==> src/rtl/eth_udp_chdr_extract.sv <==
// Ethernet/IPv4/UDP header stripper for CHDR-over-UDP.
// Filters on local MAC/IP/port and emits the UDP payload realigned to 64 bits.
module eth_udp_chdr_extract #(
    parameter int CNT_W = 16
) (
    input  logic             clk,
    input  logic             rst_n,
    input  logic [47:0]      cfg_mac,
    input  logic [31:0]      cfg_ip,
    input  logic [15:0]      cfg_udp_port,
    input  logic [63:0]      s_axis_tdata,
    input  logic             s_axis_tlast,
    input  logic             s_axis_tvalid,
    output logic             s_axis_tready,
    output logic [63:0]      m_axis_tdata,
    output logic [15:0]      m_axis_tuser,
    output logic             m_axis_tlast,
    output logic             m_axis_tvalid,
    input  logic             m_axis_tready,
    output logic [CNT_W-1:0] drop_count,
    output logic [CNT_W-1:0] err_count
);

    typedef enum logic [1:0] {
        HDR,
        PAYLOAD,
        FLUSH,
        DROP
    } state_t;

    state_t           state_q;
    logic [2:0]       wcnt_q;
    logic [47:0]      mac_q;
    logic [23:0]      eth_q;
    logic [7:0]       proto_q;
    logic [15:0]      iphi_q;
    logic [15:0]      len_q;
    logic [12:0]      rem_q;
    logic             first_q;
    logic [47:0]      hold_q;
    logic [CNT_W-1:0] drop_q;
    logic [CNT_W-1:0] err_q;

    logic        s_fire;
    logic        m_free;
    logic        hdr_ok;
    logic        drop_ev;
    logic        err_ev;
    logic [15:0] udp_len;
    logic [15:0] pay_len;

    assign udp_len = s_axis_tdata[15:0];
    assign pay_len = udp_len - 16'd8;
    assign m_free  = !m_axis_tvalid || m_axis_tready;
    assign s_fire  = s_axis_tvalid && s_axis_tready;

    // Payload words can only be taken when the output register is free.
    assign s_axis_tready = rst_n &&
        ((state_q != PAYLOAD) || m_free);

    assign drop_count = drop_q;
    assign err_count  = err_q;

    // Header acceptance, evaluated while word 4 is on the bus.
    always_comb begin
        hdr_ok = (mac_q == cfg_mac) &&
                 (eth_q == 24'h080045) &&
                 (proto_q == 8'd17) &&
                 ({iphi_q, s_axis_tdata[63:48]} == cfg_ip) &&
                 (s_axis_tdata[31:16] == cfg_udp_port) &&
                 (udp_len >= 16'd16) &&
                 (udp_len[2:0] == 3'd0);
    end

    // Drop (runt or filtered header) and truncated-payload events.
    always_comb begin
        drop_ev = 1'b0;
        err_ev  = 1'b0;
        if (s_fire && (state_q == HDR)) begin
            drop_ev = s_axis_tlast ||
                      ((wcnt_q == 3'd4) && !hdr_ok);
        end
        if (s_fire && (state_q == PAYLOAD)) begin
            err_ev = s_axis_tlast &&
                     (first_q || (rem_q != 13'd1));
        end
    end

    // Parser FSM with the registered output stage.
    always_ff @(posedge clk or negedge rst_n) begin
        if (!rst_n) begin
            state_q       <= HDR;
            wcnt_q        <= 3'd0;
            mac_q         <= 48'd0;
            eth_q         <= 24'd0;
            proto_q       <= 8'd0;
            iphi_q        <= 16'd0;
            len_q         <= 16'd0;
            rem_q         <= 13'd0;
            first_q       <= 1'b0;
            hold_q        <= 48'd0;
            m_axis_tdata  <= 64'd0;
            m_axis_tuser  <= 16'd0;
            m_axis_tlast  <= 1'b0;
            m_axis_tvalid <= 1'b0;
        end else begin
            if (m_axis_tvalid && m_axis_tready) begin
                m_axis_tvalid <= 1'b0;
            end
            if (s_fire) begin
                unique case (state_q)
                    HDR: begin
                        if (s_axis_tlast) begin
                            wcnt_q <= 3'd0;
                        end else begin
                            case (wcnt_q)
                                3'd0: mac_q   <= s_axis_tdata[63:16];
                                3'd1: eth_q   <= s_axis_tdata[31:8];
                                3'd2: proto_q <= s_axis_tdata[7:0];
                                3'd3: iphi_q  <= s_axis_tdata[15:0];
                                default: ;
                            endcase
                            if (wcnt_q == 3'd4) begin
                                wcnt_q <= 3'd0;
                                if (hdr_ok) begin
                                    state_q <= PAYLOAD;
                                    len_q   <= pay_len;
                                    rem_q   <= pay_len[15:3];
                                    first_q <= 1'b1;
                                end else begin
                                    state_q <= DROP;
                                end
                            end else begin
                                wcnt_q <= wcnt_q + 3'd1;
                            end
                        end
                    end
                    PAYLOAD: begin
                        hold_q  <= s_axis_tdata[47:0];
                        first_q <= 1'b0;
                        if (first_q) begin
                            if (s_axis_tlast) begin
                                state_q <= HDR;
                            end
                        end else begin
                            m_axis_tvalid <= 1'b1;
                            m_axis_tdata  <= {hold_q,
                                              s_axis_tdata[63:48]};
                            m_axis_tuser  <= len_q;
                            m_axis_tlast  <= (rem_q == 13'd1) ||
                                             s_axis_tlast;
                            rem_q         <= rem_q - 13'd1;
                            if (rem_q == 13'd1) begin
                                state_q <= s_axis_tlast ? HDR : FLUSH;
                            end else if (s_axis_tlast) begin
                                state_q <= HDR;
                            end
                        end
                    end
                    FLUSH, DROP: begin
                        if (s_axis_tlast) begin
                            state_q <= HDR;
                        end
                    end
                endcase
            end
        end
    end

    // Saturating event counters.
    always_ff @(posedge clk or negedge rst_n) begin
        if (!rst_n) begin
            drop_q <= '0;
            err_q  <= '0;
        end else begin
            if (drop_ev && (drop_q != {CNT_W{1'b1}})) begin
                drop_q <= drop_q + CNT_W'(1);
            end
            if (err_ev && (err_q != {CNT_W{1'b1}})) begin
                err_q <= err_q + CNT_W'(1);
            end
        end
    end

endmodule

==> config.mk <==
export PLATFORM = sky130hd
export DESIGN_NAME = eth_udp_chdr_extract
export DESIGN_NICKNAME = d
export VERILOG_FILES = /design/src/rtl/eth_udp_chdr_extract.sv
export SDC_FILE = /design/constraint.sdc
export NUM_CORES = 1
export LEC_CHECK = 0
export BUFFER_PORTS_ARGS = -buffer_cell sky130_fd_sc_hd__buf_2
export CAP_MARGIN = 20
export CORE_AREA = 4 4 166 168
export CTS_BUF_LIST = sky130_fd_sc_hd__clkbuf_2 sky130_fd_sc_hd__clkbuf_4 sky130_fd_sc_hd__clkbuf_8
export DETAILED_ROUTE_END_ITERATION = 10
export DIE_AREA = 0 0 170 172
export PLACE_DENSITY_LB_ADDON = 0.08
export SYNTH_ARGS = -nofsm -noshare
export SYNTH_HDL_FRONTEND = slang
export SYNTH_SLANG_ARGS = --single-unit
export TNS_END_PERCENT = 5
==> constraint.sdc <==
create_clock -name clk -period 2.15 [get_ports clk]
set_input_delay 0.43 -clock clk [delete_from_list [all_inputs] [get_ports clk]]
set_output_delay 0.43 -clock clk [all_outputs]
set_load 0.02 [all_outputs]
* Word level (Yosys, flattened, before mapping)
Cells that the tools add are included.
** Cells by class
- Multiplexer cells :: 25
- Equal/unequal tests :: 21
- Reductions and logical operators :: 38
- Add/subtract/negate cells :: 5
- Bitwise logic cells :: 2
- $lt $le $gt $ge :: 1
** Operator list (count)
- $mux W13 :: 4
- $eq A48 B48 Y1 :: 1
- $add A16 B1 Y16 const B :: 2
- $eq A32 B32 Y1 :: 1
- $ne A16 B16 Y1 const B :: 2
- $pmux W13 S2 :: 1
- $eq A24 B20 Y1 const B :: 1
- $eq A16 B16 Y1 :: 1
- $ge A16 B5 Y1 const B :: 1
- $reduce_and A4 Y1 :: 4
- $sub A16 B4 Y16 const B :: 1
- $logic_and A1 B1 Y1 :: 15
- $mux W2 :: 7
- $eq A13 B1 Y1 const B :: 1
- $ne A13 B1 Y1 const B :: 1
- $sub A13 B1 Y13 const B :: 1
- $reduce_and A5 Y1 :: 2
- $mux W1 :: 9
- $eq A8 B5 Y1 const B :: 1
- $eq A3 B2 Y1 const B :: 2
- $logic_not A3 Y1 :: 2
- $mux W3 :: 2
- $ne A2 B2 Y1 const B :: 3
- $pmux W2 S3 :: 1
- other kinds (16) :: 26
** Word-level totals
- Input port bits :: 165
- Output and inout port bits :: 115
- Logic and storage cells :: 108
- Register bits after elaboration :: 293

* Depth between registers and ports, before layout
- Word-level depth :: 12
- Depth in mapped cells :: 10
- Depth with buffers taken out :: 9

* Least setup slack after synthesis
Ideal clock, no wire load.
- Path type :: input to register
- From :: in s_axis_tdata[9]
- To :: reg drop_q[11] (netlist: drop_count[11])
- Stages :: 9
- Arrival time :: 2.138 ns
- Path buffers :: 2
- Setup slack :: -0.118 ns
- Setup time :: 0.130 ns
- Required time :: 2.020 ns
- Cell sequence :: clkbuf_1 -> or4_4 -> and4b_1 -> nor3_1 -> and4_4 -> a31oi_4 -> buf_4 -> nand4_1 -> xnor2_1
** On the way
- Longest elaborated chain between the ends :: 8
** Ends and longest elaborated chain
- start: declaration :: line 11 : input logic [63:0] s_axis_tdata,
- $ge A16 B5 Y1 :: line 71 : (udp_len >= 16'd16) &&
- $logic_and A1 B1 Y1 :: line 70 : (s_axis_tdata[31:16] == cfg_udp_port) &&
- $logic_and A1 B1 Y1 :: line 71
- $logic_not A1 Y1 :: line 81 : ((wcnt_q == 3'd4) && !hdr_ok);
- $logic_and A1 B1 Y1 :: line 81
- $logic_or A1 B1 Y1 :: line 80 : drop_ev = s_axis_tlast ||
- $mux W1 :: line 79 : if (s_fire && (state_q == HDR)) begin
- $logic_and A1 B1 Y1 :: line 176 : if (drop_ev && (drop_q != {CNT_W{1'b1}})) begin
- end signal: assignment :: line 177 : drop_q <= drop_q + CNT_W'(1);
- end: declaration :: line 41 : logic [CNT_W-1:0] drop_q;
No other way between the ends.
A chain may end at the register's enable or synchronous reset.

* Worst setup path in the final report
- From :: reg mac_q[14]
- To :: reg len_q[13]
** On the way
- Longest elaborated chain between the ends :: 8
** Ends and longest elaborated chain
- start: declaration :: line 33 : logic [47:0] mac_q;
- start signal: assignment :: line 117 : 3'd0: mac_q <= s_axis_tdata[63:16];
- $eq A48 B48 Y1 :: line 66 : hdr_ok = (mac_q == cfg_mac) &&
- $logic_and A1 B1 Y1 :: line 66
- $logic_and A1 B1 Y1 :: line 67 : (eth_q == 24'h080045) &&
- $logic_and A1 B1 Y1 :: line 68 : (proto_q == 8'd17) &&
- $logic_and A1 B1 Y1 :: line 69 : ({iphi_q, s_axis_tdata[63:48]} == cfg_ip) &&
- $logic_and A1 B1 Y1 :: line 70
- $logic_and A1 B1 Y1 :: line 71
- $reduce_and A5 Y1 (no line)
- end signal: assignment :: line 127 : len_q <= pay_len;
- end: declaration :: line 37 : logic [15:0] len_q;
No other way between the ends.

==> impl_metrics.json <==
{
  "cp_common_cell": "buf_4",
  "num_vias": 9921,
  "final_util": 0.654,
  "cp_top_family": "simple AND/OR/NAND/NOR gates",
  "row_count": 59,
  "synth_cells": 1093,
  "arrival_ns": 2.86,
  "clk_latency_ns": 0.57,
  "min_path_type": "primary input to async pin",
  "antenna_found_initial": 10,
  "start_kind": "flop",
  "report.power.total_mw": 19.9,
  "status": "finished, violations left",
  "clock.fmax_mhz": 415,
  "ys_warn_count": 0,
  "cts.sinks": 293,
  "dpl_worst_slack_ns": -0.597,
  "core_um2": 25900,
  "ios": 280,
  "synth_flop_cell": "dfrtp_1",
  "viasPerCell": 5.28,
  "tightestPinTransition_ns": 1.08,
  "setup_ws_ns": -0.262,
  "drt-initial-drc-count": 441,
  "post-synth-top-area-fraction": 0.559,
  "cts_tree": "done",
  "yosysMostFrequentCell": "dfrtp_1",
  "peakVddDrop_uv": 790,
  "post-route-drc-count": 0,
  "fillCellCount": 2130,
  "setup_tns_ns": -8.52,
  "htree_levels": 2,
  "dieArea_um2": 29200,
  "violations": "negative hold slack, negative setup slack",
  "critPathKind": "flop to flop",
  "grt_pass1_wl_um": 57300,
  "cts_root_buf": "clkbuf_8",
  "slew_violations": 0,
  "ant_nets": 0,
  "crit_slowest_cell": "nor4_1",
  "cellPowerDensity_nw_per_um2": 1180,
  "port_buffers": 279,
  "synth_area_leaders": "dfrtp_1, mux2_2, xnor2_1",
  "path_buf_inv": 2,
  "async_flop_share": 1.00,
  "initial_core_util": 0.506,
  "overflow": 0,
  "fin_skew_ns": 0.0140,
  "place_congestion": 0.842,
  "synth_seq_cells": 293,
  "slew_headroom": 0.282,
  "synth_top_area_cell": "dfrtp_1",
  "cts.clk_slew.worst_paths_ns": 0.06,
  "period_needed_ns": 2.41,
  "ys_seq_area_frac": 0.559,
  "cp.required_ns": 2.60,
  "netlist_top_cells_count": "dfrtp_1, mux2_2, nand2_1, xnor2_1, xor2_1",
  "track_usage": 0.252,
  "cp_cell_sequence": "xor2_1, nor4_1, buf_4, nand4_1, nor4_4, buf_4, nand3_4, mux2_4",
  "synth_area_um2": 13100,
  "drive_gt1_frac": 0.460,
  "dp_hpwl_um": 27200,
  "grt_max_degree": 183,
  "cp_max_fo": 14,
  "routed_wl_um": 36900,
  "setup_viol": 52,
  "syn_avg_cell_area_um2": 12.0,
  "hold_viol_final": 85,
  "cap_violations": 0,
  "die_w_um": 170,
  "nets": 1685,
  "die_y_um": 172,
  "synthToLayoutAreaGrowth_pct": 29.3,
  "syn_nets": 1268,
  "synth_edf_count": 0,
  "cts_buffer_depth": 3,
  "leakagePower_nw": 8.49,
  "drt-pass1-iter-count": 4,
  "crit_path_max_incr_delay_ns": 0.41,
  "post-route-period-util": 1.12,
  "cp-end-kind": "flop",
  "routedWlPerCell_um": 19.7,
  "grt_setup_unrepaired": "true",
  "hold_ws_ns": -0.111,
  "grt_pass1_vias": 10400,
  "cts_buffers": 50,
  "synth_cell_types": 57
}
state kept, by name (all words and copies together), names as in the netlist, 16 cells and up:
name and cells:
err_count 16, eth_q 24, len_q 16, hold_q 48, m_axis_tdata 64, iphi_q 16, m_axis_tuser 16, mac_q 48
drop_count 16
stage by stage:
| stage | instances | area, um2 | hold slack [ns] |
|---|---|---|---|
| 3_5_place_dp | 1790 | 15800 | 0.458 |
| 6_report | 1878 | 16900 | -0.111 |
| 2_1_floorplan | 1093 | 13100 | 0.134 |
| 5_1_grt | 1876 | 16900 | -0.0733 |
| 3_3_place_gp | 1790 | 15800 | 0.452 |
| 4_1_cts | 1873 | 16900 | -0.0416 |
path summary, 6_finish.rpt:
path / from / to / slack, ns / cells after the start
worst max-delay path: mac_q[14] / len_q[13] / -0.26 / 8
worst min-delay path: rst_n / m_axis_tdata[17] / -0.11 / 2
worst max register to register: mac_q[14] / len_q[13] / -0.26 / 8
worst min register to register: hold_q[32] / hold_q[32] / 0.47 / 2
max in group asynchronous: rst_n / mac_q[4] / 0.85 / 3
min in group clk: s_axis_tdata[46] / hold_q[46] / 0.07 / 3
cells in the final DEF (no fill, tap or decap), types with 9 or more instances in the layout:
cell / instances
inv_1: 11
mux2_2: 183
clkbuf_8: 59
a21oi_1: 14
nand4_1: 32
ha_1: 10
nor3_1: 14
dfrtp_1: 293
buf_2: 278
xnor2_1: 89
buf_4: 115
clkbuf_4: 16
xor2_1: 43
nor2_1: 30
nor4_1: 12
nand3_1: 22
o21ai_0: 22
buf_12: 9
nand2_1: 178
power breakdown:
group | internal, mW | switching [mW]
clock | 2.86 | 2.19
sequential | 7.45 | 1.21
combinational | 3.00 | 3.21
repair_timing:
| action | CTS | global route |
|---|---|---|
| cloned | 1 | 0 |
| setup endpoints to repair | 61 | 62 |
| gates resized for setup | 13 | 14 |
| setup buffers | 1 | 0 |
| pin swaps | 3 | 3 |
| hold endpoints to repair | 104 | 26 |
routing by layer:
metal  track usage  share of wire
met1         0.322           0.42
met2         0.428           0.49
met3        0.0652          0.064
met4        0.0722          0.023
met5             0         0.0031
cell type report:
cell class | count | area (um2) | area share
clock buffers | 75 | 932 | 0.0550
inverters | 11 | 41.3 | 0.00244
repair buffers | 405 | 2470 | 0.146
clock inverters | 6 | 63.8 | 0.00377
multi-input cells | 749 | 5670 | 0.335
well taps | 335 | 419 | 0.0247
flip-flops and latches | 293 | 7330 | 0.433
diodes | 4 | 10.0 | 0.000591
cell families after synthesis:
| logic type | share of synthesized area |
|---|---|
| AND/OR/NAND/NOR | 0.129 |
| flip-flops | 0.559 |
| multiplexers | 0.161 |
| XOR/XNOR | 0.0895 |
| AO/OA/AOI/OAI | 0.0331 |
| buffers and inverters | 0.0183 |
| adder cells (fa/ha/maj) | 0.00955 |
(Power assumes the default switching activity.)
